**config.mk**
```make
export PLATFORM = sky130hd
export DESIGN_NAME = status_tx_framer
export DESIGN_NICKNAME = d
export VERILOG_FILES = /design/src/rtl/status_tx_framer.sv
export SDC_FILE = /design/constraint.sdc
export NUM_CORES = 1
export LEC_CHECK = 0
export BUFFER_PORTS_ARGS = -buffer_cell sky130_fd_sc_hd__clkbuf_2
export CORE_MARGIN = 3
export CORE_UTILIZATION = 45
export DETAILED_ROUTE_END_ITERATION = 8
export GPL_TIMING_DRIVEN = 1
export PLACE_DENSITY = 0.58
export REMOVE_ABC_BUFFERS = 1
export SLEW_MARGIN = 20
export SYNTH_ARGS = -nofsm -noshare
export SYNTH_HDL_FRONTEND = slang
export SYNTH_SLANG_ARGS = --single-unit
```
**constraint.sdc**
```tcl
create_clock -name clk -period 3.09 [get_ports clk]
set_clock_uncertainty 0.15 [all_clocks]
set_input_delay 0.618 -clock clk [delete_from_list [all_inputs] [get_ports clk]]
set_output_delay 0.618 -clock clk [all_outputs]
set_load 0.05 [all_outputs]
```
**src/rtl/status_tx_framer.sv**
```systemverilog
// Periodic / on-request 8-byte status frame generator for the FT245 TX byte stream.
// Frame contents are snapshotted at frame start and held stable until the last byte is accepted.
module status_tx_framer #(
    parameter logic [26:0] PERIOD_CLKS = 27'd128000000,
    parameter logic [7:0]  HEADER      = 8'hA5
) (
    input  logic       clk,
    input  logic       rst,
    input  logic       trigger,
    input  logic       fifo_empty,
    input  logic       fifo_full,
    input  logic       sample_read,
    input  logic       underrun,
    output logic [7:0] tx_data,
    output logic       tx_valid,
    input  logic       tx_ready,
    output logic       busy,
    output logic       frame_done
);
    typedef enum logic {S_IDLE, S_SEND} state_t;

    state_t      state_q, state_d;
    logic [2:0]  idx_q, idx_d;
    logic [26:0] timer_q, timer_d;
    logic        pending_q, pending_d;
    logic [7:0]  seq_q, seq_d;
    logic [15:0] und_q, und_d;
    logic [15:0] rd_q, rd_d;
    logic [1:0]  snap_flags_q, snap_flags_d;
    logic [15:0] snap_und_q, snap_und_d;
    logic [15:0] snap_rd_q, snap_rd_d;
    logic        tick;
    logic        req;
    logic [7:0]  csum;

    function automatic logic [15:0] sat_inc(input logic [15:0] v, input logic p);
        return (p && (v != 16'hFFFF)) ? v + 16'd1 : v;
    endfunction

    // Free-running period timer; a zero period keeps it parked and never ticks.
    always_comb begin
        tick    = 1'b0;
        timer_d = '0;
        if (PERIOD_CLKS != '0) begin
            tick    = (timer_q == PERIOD_CLKS - 27'd1);
            timer_d = tick ? '0 : timer_q + 27'd1;
        end
    end

    always_comb begin
        state_d      = state_q;
        idx_d        = idx_q;
        pending_d    = pending_q;
        seq_d        = seq_q;
        snap_flags_d = snap_flags_q;
        snap_und_d   = snap_und_q;
        snap_rd_d    = snap_rd_q;
        und_d        = sat_inc(und_q, underrun);
        rd_d         = sat_inc(rd_q, sample_read);
        req          = trigger | tick;
        case (state_q)
            S_IDLE: begin
                if (req || pending_q) begin
                    state_d      = S_SEND;
                    idx_d        = '0;
                    pending_d    = 1'b0;
                    snap_flags_d = {fifo_full, fifo_empty};
                    snap_und_d   = und_q;
                    snap_rd_d    = rd_q;
                    // A pulse on the snapshot edge belongs to the new interval.
                    und_d        = {15'd0, underrun};
                    rd_d         = {15'd0, sample_read};
                end
            end
            S_SEND: begin
                if (req) pending_d = 1'b1;
                if (tx_ready) begin
                    if (idx_q == 3'd7) begin
                        state_d = S_IDLE;
                        idx_d   = '0;
                        seq_d   = seq_q + 8'd1;
                    end else begin
                        idx_d = idx_q + 3'd1;
                    end
                end
            end
            default: state_d = S_IDLE;
        endcase
    end

    always_ff @(posedge clk) begin
        if (rst) begin
            state_q      <= S_IDLE;
            idx_q        <= '0;
            timer_q      <= '0;
            pending_q    <= 1'b0;
            seq_q        <= '0;
            und_q        <= '0;
            rd_q         <= '0;
            snap_flags_q <= '0;
            snap_und_q   <= '0;
            snap_rd_q    <= '0;
        end else begin
            state_q      <= state_d;
            idx_q        <= idx_d;
            timer_q      <= timer_d;
            pending_q    <= pending_d;
            seq_q        <= seq_d;
            und_q        <= und_d;
            rd_q         <= rd_d;
            snap_flags_q <= snap_flags_d;
            snap_und_q   <= snap_und_d;
            snap_rd_q    <= snap_rd_d;
        end
    end

    assign csum = HEADER ^ seq_q ^ {6'd0, snap_flags_q} ^ snap_und_q[15:8] ^ snap_und_q[7:0]
                ^ snap_rd_q[15:8] ^ snap_rd_q[7:0];

    always_comb begin
        tx_data = '0;
        if (state_q == S_SEND) begin
            case (idx_q)
                3'd0: tx_data = HEADER;
                3'd1: tx_data = seq_q;
                3'd2: tx_data = {6'd0, snap_flags_q};
                3'd3: tx_data = snap_und_q[15:8];
                3'd4: tx_data = snap_und_q[7:0];
                3'd5: tx_data = snap_rd_q[15:8];
                3'd6: tx_data = snap_rd_q[7:0];
                default: tx_data = csum;
            endcase
        end
    end

    assign tx_valid   = (state_q == S_SEND);
    assign busy       = (state_q == S_SEND);
    assign frame_done = tx_valid && tx_ready && (idx_q == 3'd7);

endmodule
```
=== Word level (Yosys, flattened, before mapping) ===
Cells that the tools add are included.

* Input port bits: 8
* Bits in registers: 106
* Output and inout port bits: 11
* Logic and storage cells: 66

* Mux-type cells: 19
* Bitwise logic cells: 8
* Add/sub/neg operators: 5
* Reduce and logical (&&, ||, !) cells: 11
* Eq/ne operators: 13

{| class="wikitable"
|+ Operator list
! cell !! number
|-
| 16-bit 2-to-1 mux || 6
|-
| 8-bit case mux with 7 select lines || 1
|-
| 16-bit by 1-bit adder with 16-bit output, second input constant || 2
|-
| 16-bit inequality test, second input constant || 2
|-
| 8-bit bitwise XOR || 4
|-
| 27-bit by 1-bit adder with 27-bit output, second input constant || 1
|-
| 27-bit equality test, second input constant || 1
|-
| 3-bit equality test, second input constant || 4
|-
| 3-bit 2-to-1 mux || 3
|-
| 8-bit by 1-bit adder with 8-bit output, second input constant || 1
|-
| 8-bit 2-to-1 mux || 1
|-
| 8-bit by 2-bit bitwise XOR with 8-bit output || 1
|-
| 3-bit by 2-bit equality test with 1-bit output, second input constant || 2
|-
| 3-bit case mux with 2 select lines || 1
|-
| 2-bit AND reduction || 3
|-
| 1-bit 2-to-1 mux || 5
|-
| 1-bit logical AND || 4
|-
| 2-bit inequality test, second input constant || 2
|-
| 4-bit NOT || 1
|-
| 1-bit case mux with 2 select lines || 2
|-
| 3-bit by 1-bit adder with 3-bit output, second input constant || 1
|-
| 3-bit by 1-bit equality test with 1-bit output, second input constant || 1
|-
| 3-bit zero test || 1
|-
| 3-bit AND reduction || 1
|-
| other kinds (5) || 5
|}

=== Longest topological paths before layout ===
* Word-level depth: 8
* Gate-level depth with buffers: 8
* Mapped depth without buffers: 7

=== Worst setup path after synthesis ===
Ideal clock, no wire load.

* Kind: flip-flop to output port
* Start: reg idx_q[2]
* End: out tx_data[1]
* Data required time: 2322 ps
* Slack: -292 ps
* Stages on the path, launching flop included: 8
* Arrival: 2614 ps
* Buffers on the path: 2
* Path through: dfxtp_1 > clkbuf_1 > inv_1 > ha_1 > buf_1 > nor4_1 > nand2_1 > a21oi_1

* Longest elaborated chain between the ends: 3
* Elaborated cells on any way between the ends: 9
* Those cells by class: eq/ne (6); mux (2); reduce/logical (1)

{| class="wikitable"
|+ Ends and longest elaborated chain
! what !! line !! source
|-
| start: declaration || 23 || <nowiki>logic [2:0] idx_q, idx_d;</nowiki>
|-
| start signal: assignment || 105 || <nowiki>idx_q <= idx_d;</nowiki>
|-
| 3-bit equality test, or another cell as far along || 123 || <nowiki>case (idx_q)</nowiki>
|-
| 8-bit case mux with 7 select lines * || 123 ||
|-
| 8-bit 2-to-1 mux * || 122 || <nowiki>if (state_q == S_SEND) begin</nowiki>
|-
| end: declaration || 14 || <nowiki>output logic [7:0] tx_data,</nowiki>
|}

Mark *: on every way between the ends. The rest lies on a longest branch, timed or not.

=== Final worst setup path ===
* Start: reg idx_q[0]
* End: out tx_data[1]

Same word-level chain as after synthesis.

==> key figures <==
GRT
  – Total Routing Usage GR: 0.193
  – First-pass GRT wire length: roughly 20000 um
  – Grt total ovfl: 0
  – Vias in the first global route: between 4000 and 5000
  – Largest net degree at the start of global routing: 53
  – Antenna violations before repair: 0

Placed design
  – DPL Wire Length: between 8000 and 9000 um
  – GPL Wtd Cong: around 0.85
  – Port bufs: 18
  – Post-Place Setup Slack: roughly 0.33 ns
  – Dpl cell area: 0.00567 mm^2

Cells and area
  – Filler instances: 1118
  – Diodes inserted: 0
  – Layout cell share with drive strength beyond 1: 0.0992
  – Net count, final: 658
  – Design Area, Final: roughly 0.006 mm^2
  – Area Growth Syn to Fin: 11.2%

Power and ir drop
  – Seq pwr share: 0.516
  – Int Power: 2020 uW
  – Clock share of power: 0.407
  – Tot Pwr: 2710 uW
  – Worst vdd ir: roughly 0.24 mV
  – PwrDens: 453 mW/mm^2
  – Combinational Power Share: 0.077
  – Sw Pwr: 691 uW
  – Sw Ratio: 0.255
  – Lkg Pwr: between 0.002 and 0.0025 uW

Floorplan
  – Die Y: between 100 and 150 um
  – Row count: 39
  – Ports: 19
  – Starting Density: 0.466
  – Die area: 0.0133 mm^2
  – CORE AREA: roughly 0.012 mm^2
  – Die X-Extent: between 100 and 150 um

Detailed routing
  – Vias post-DR: between 4000 and 5000
  – Drc violations: 0
  – Drt wl/cell: ~16 um
  – Vias/cell: about 5.6
  – DRT Pass-1 Iters: 7
  – Iter 0 DRT Violations: 373
  – Post-route ant nets: 0
  – WL final: 12300 um

Synthesis
  – Largest family of logic cells by synthesized area: simple AND/OR/NAND/NOR gates
  – Synth Area in Compound Gates: 0.134
  – Area leader, netlist: dfxtp_1
  – Synth Cell Area: between 0.005 and 0.006 mm^2
  – Syn Area/Cell: around 8.4 um^2
  – Top cells by area, synth: dfxtp_1, xnor2_1, nand2_1
  – Post-synthesis sequential area ratio: 0.395
  – Post-Synth Adder-Cell Area: 0.0233
  – Cells after synthesis: 636
  – Post-synth ARST share: 0
  – Mux cell area share after synthesis: 0.0161
  – Synth warn: 0
  – Post-synth EDFFs: 0
  – Top cell type's share of synthesized area: 0.395
  – Ys flop type: dfxtp_1
  – Yosys cell types: 57
  – Number of synthesized register bits: 106
  – Xor/xnor share of the synthesized area: 0.142
  – Synth Area in Simple Gates: 0.250

Critical path
  – Crit path buffers/inverters: 1
  – Worst setup EP type: output port
  – Crit path kind: register to output port
  – Arr. time, crit path: about 2.2 ns
  – Cell mode on critical path: ha_1
  – Max FO, Critical Path: 9
  – Top delay family on crit path: compound AO/OA/AOI/OAI gates
  – Crit start category: register
  – CP required: approximately 2.3 ns
  – Worst path max stage delay: about 0.36 ns
  – Worst path cell trace: ha_1 -> ha_1 -> a32o_1 -> a221oi_1 -> a21oi_1 -> buf_12
  – Critical-path top delay cell: dfxtp_1

Clock network
  – Clock root cell: clkbuf_16
  – Hold Buf Count CTS: 0
  – CTS max path bufs: 2
  – Clk slew on worst S/H paths: 0.07 ns
  – CTS H-Tree Depth: 3
  – CTS Buf Count: 9
  – Number of clock sinks: between 100 and 150
  – CTS tree: built
  – Worst-skew pair later-pin latency: approximately 0.35 ns

Timing
  – Min Tclk post-route: between 2 and 3 ns
  – Slew HR: 0.545
  – Period utilization: 0.961
  – Slew @ Worst Pin: roughly 0.68 ns
  – RSZ-0062 raised after global routing: false
  – Endpoints failing setup: 0
  – Hold Vio Cnt, Final: 0
  – Final Max Slew Viols: 0
  – Final worst setup slack: roughly 0.12 ns
  – Fmax: ~340 MHz

Worst hold path
  – HP Class: register to register

Flow run
  – Maxcap violations: 0

Run status
  – Status: finished, final reports clean
through the flow:
step	utilization	cells	TNS, ns	hold slack, ns
floorplan	-	603	-2.19	0.292
global placement	0.492	772	0	0.316
detailed placement	0.492	772	0	0.325
CTS	0.517	788	0	0.335
global route	0.518	788	0	0.368
finish	0.518	788	0	0.333
worst paths after layout:
path              slack (ns)                          to  cells after the start                        from
setup / recovery        0.12                  tx_data[1]                      6       idx_q[0]$_SDFFE_PP0P_
hold / removal          0.33  snap_und_q[2]$_SDFFE_PP0P_                      2  snap_und_q[2]$_SDFFE_PP0P_
setup reg to reg        0.57         rd_q[14]$_SDFF_PP0_                      7       timer_q[0]$_SDFF_PP0_
hold reg to reg         0.33  snap_und_q[2]$_SDFFE_PP0P_                      2  snap_und_q[2]$_SDFFE_PP0P_
logic make-up (layout without fill, tap and decap cells):
| group | Yosys count | in the layout |
|---|---|---|
| and+or+nand+nor | 275 | 275 |
| buffers and inverters | 44 | 53 |
| xor gates and xnor gates | 87 | 87 |
| adders and majority gates | 10 | 10 |
| DFF | 106 | 106 |
| AOI/OAI and AO/OA | 106 | 106 |
| muxes | 8 | 8 |
placed cells by master (no fill, tap or decap), types with 3 or more instances in the layout:
master     Yosys  layout
dfxtp_1      106     106
nand2_1      102     102
nor2_1        73      73
a21oi_1       59      58
xnor2_1       52      52
xor2_1        35      35
nand3_1       21      21
nand4_1       15      15
nor3_1        14      14
inv_1         11      11
and4_1        11      11
and3_1        10      10
clkbuf_2       0      10
buf_12         0      10
o21ai_0        9       9
clkbuf_16      0       9
a221oi_1       7       7
ha_1          10       7
buf_4          2       6
mux2_2         5       5
and2_1         5       5
inv_6          0       5
a222oi_1       4       4
o211ai_1       4       4
a22o_1         3       3
nor4_1         4       3
or3_1          3       3
mux2i_1        3       3
ha_2           0       3
synthesized netlist by cell type (2+ instances only):
master and count:
dfxtp_1 106, nand2_1 102, nor2_1 73, a21oi_1 59
xnor2_1 52, xor2_1 35, nand3_1 21, clkbuf_1 18
nand4_1 15, nor3_1 14, and4_1 11, inv_1 11
and3_1 10, ha_1 10, o21ai_0 9, buf_2 8
a221oi_1 7, and2_1 5, mux2_2 5, a222oi_1 4
buf_6 4, nor4_1 4, o211ai_1 4, a22o_1 3
mux2i_1 3, or3_1 3, a211oi_1 2, a221o_1 2
a31oi_1 2, buf_4 2, nand2b_1 2, nand4_2 2
nand4b_1 2, o21a_1 2, o31ai_1 2
state kept, by name (all words and copies together) (netlist names):
register / cells
snap_flags_q: 2
rd_q: 16
idx_q: 3
pending_q: 1
busy: 1
timer_q: 27
snap_und_q: 16
und_q: 16
seq_q: 8
snap_rd_q: 16
power groups by stage:
stage                     clock (uW)  combinational (uW)  sequential [uW]
after global routing            1190                 227             1400
after detailed placement           0                 205             1430
final                           1100                 208             1400
after CTS                       1140                 207             1400
after global placement             0                 203             1430
after floorplan                    0                 111             1430
repair_timing:
action                                 4_1_cts  5_1_grt
setup buffers                                0        0
resized for setup                            1        4
setup endpoints to repair                    8        8
pin swaps                                    0        0
endpoints found under the hold margin        0        0
cloned                                       0        0
worst min-delay path, cell delays in order, from the launching register on:
cell,delay (ns)
dfxtp_1,0.33
nand2_1,0.06
a21oi_1,0.05
final cells by class:
| type | instances | area [um^2] | area share |
|---|---|---|---|
| repair buffers | 26 | 295 | 0.0495 |
| well taps | 143 | 179 | 0.0300 |
| inverters | 11 | 41.3 | 0.00692 |
| clock buffers | 9 | 225 | 0.0377 |
| clock inverters | 7 | 57.6 | 0.00964 |
| flip-flops and latches | 106 | 2120 | 0.355 |
| multi-input cells | 486 | 3050 | 0.511 |
routing by layer:
| layer | track usage | vias up | routed length, um |
|---|---|---|---|
| met5 | 0 | - | 0 |
| met4 | 0.0696 | 0 | 236 |
| met3 | 0.0395 | 20 | 441 |
| met2 | 0.295 | 84 | 5570 |
| met1 | 0.269 | 2077 | 6010 |
| li1 | - | 2222 | - |
(Power assumes the default switching activity.)
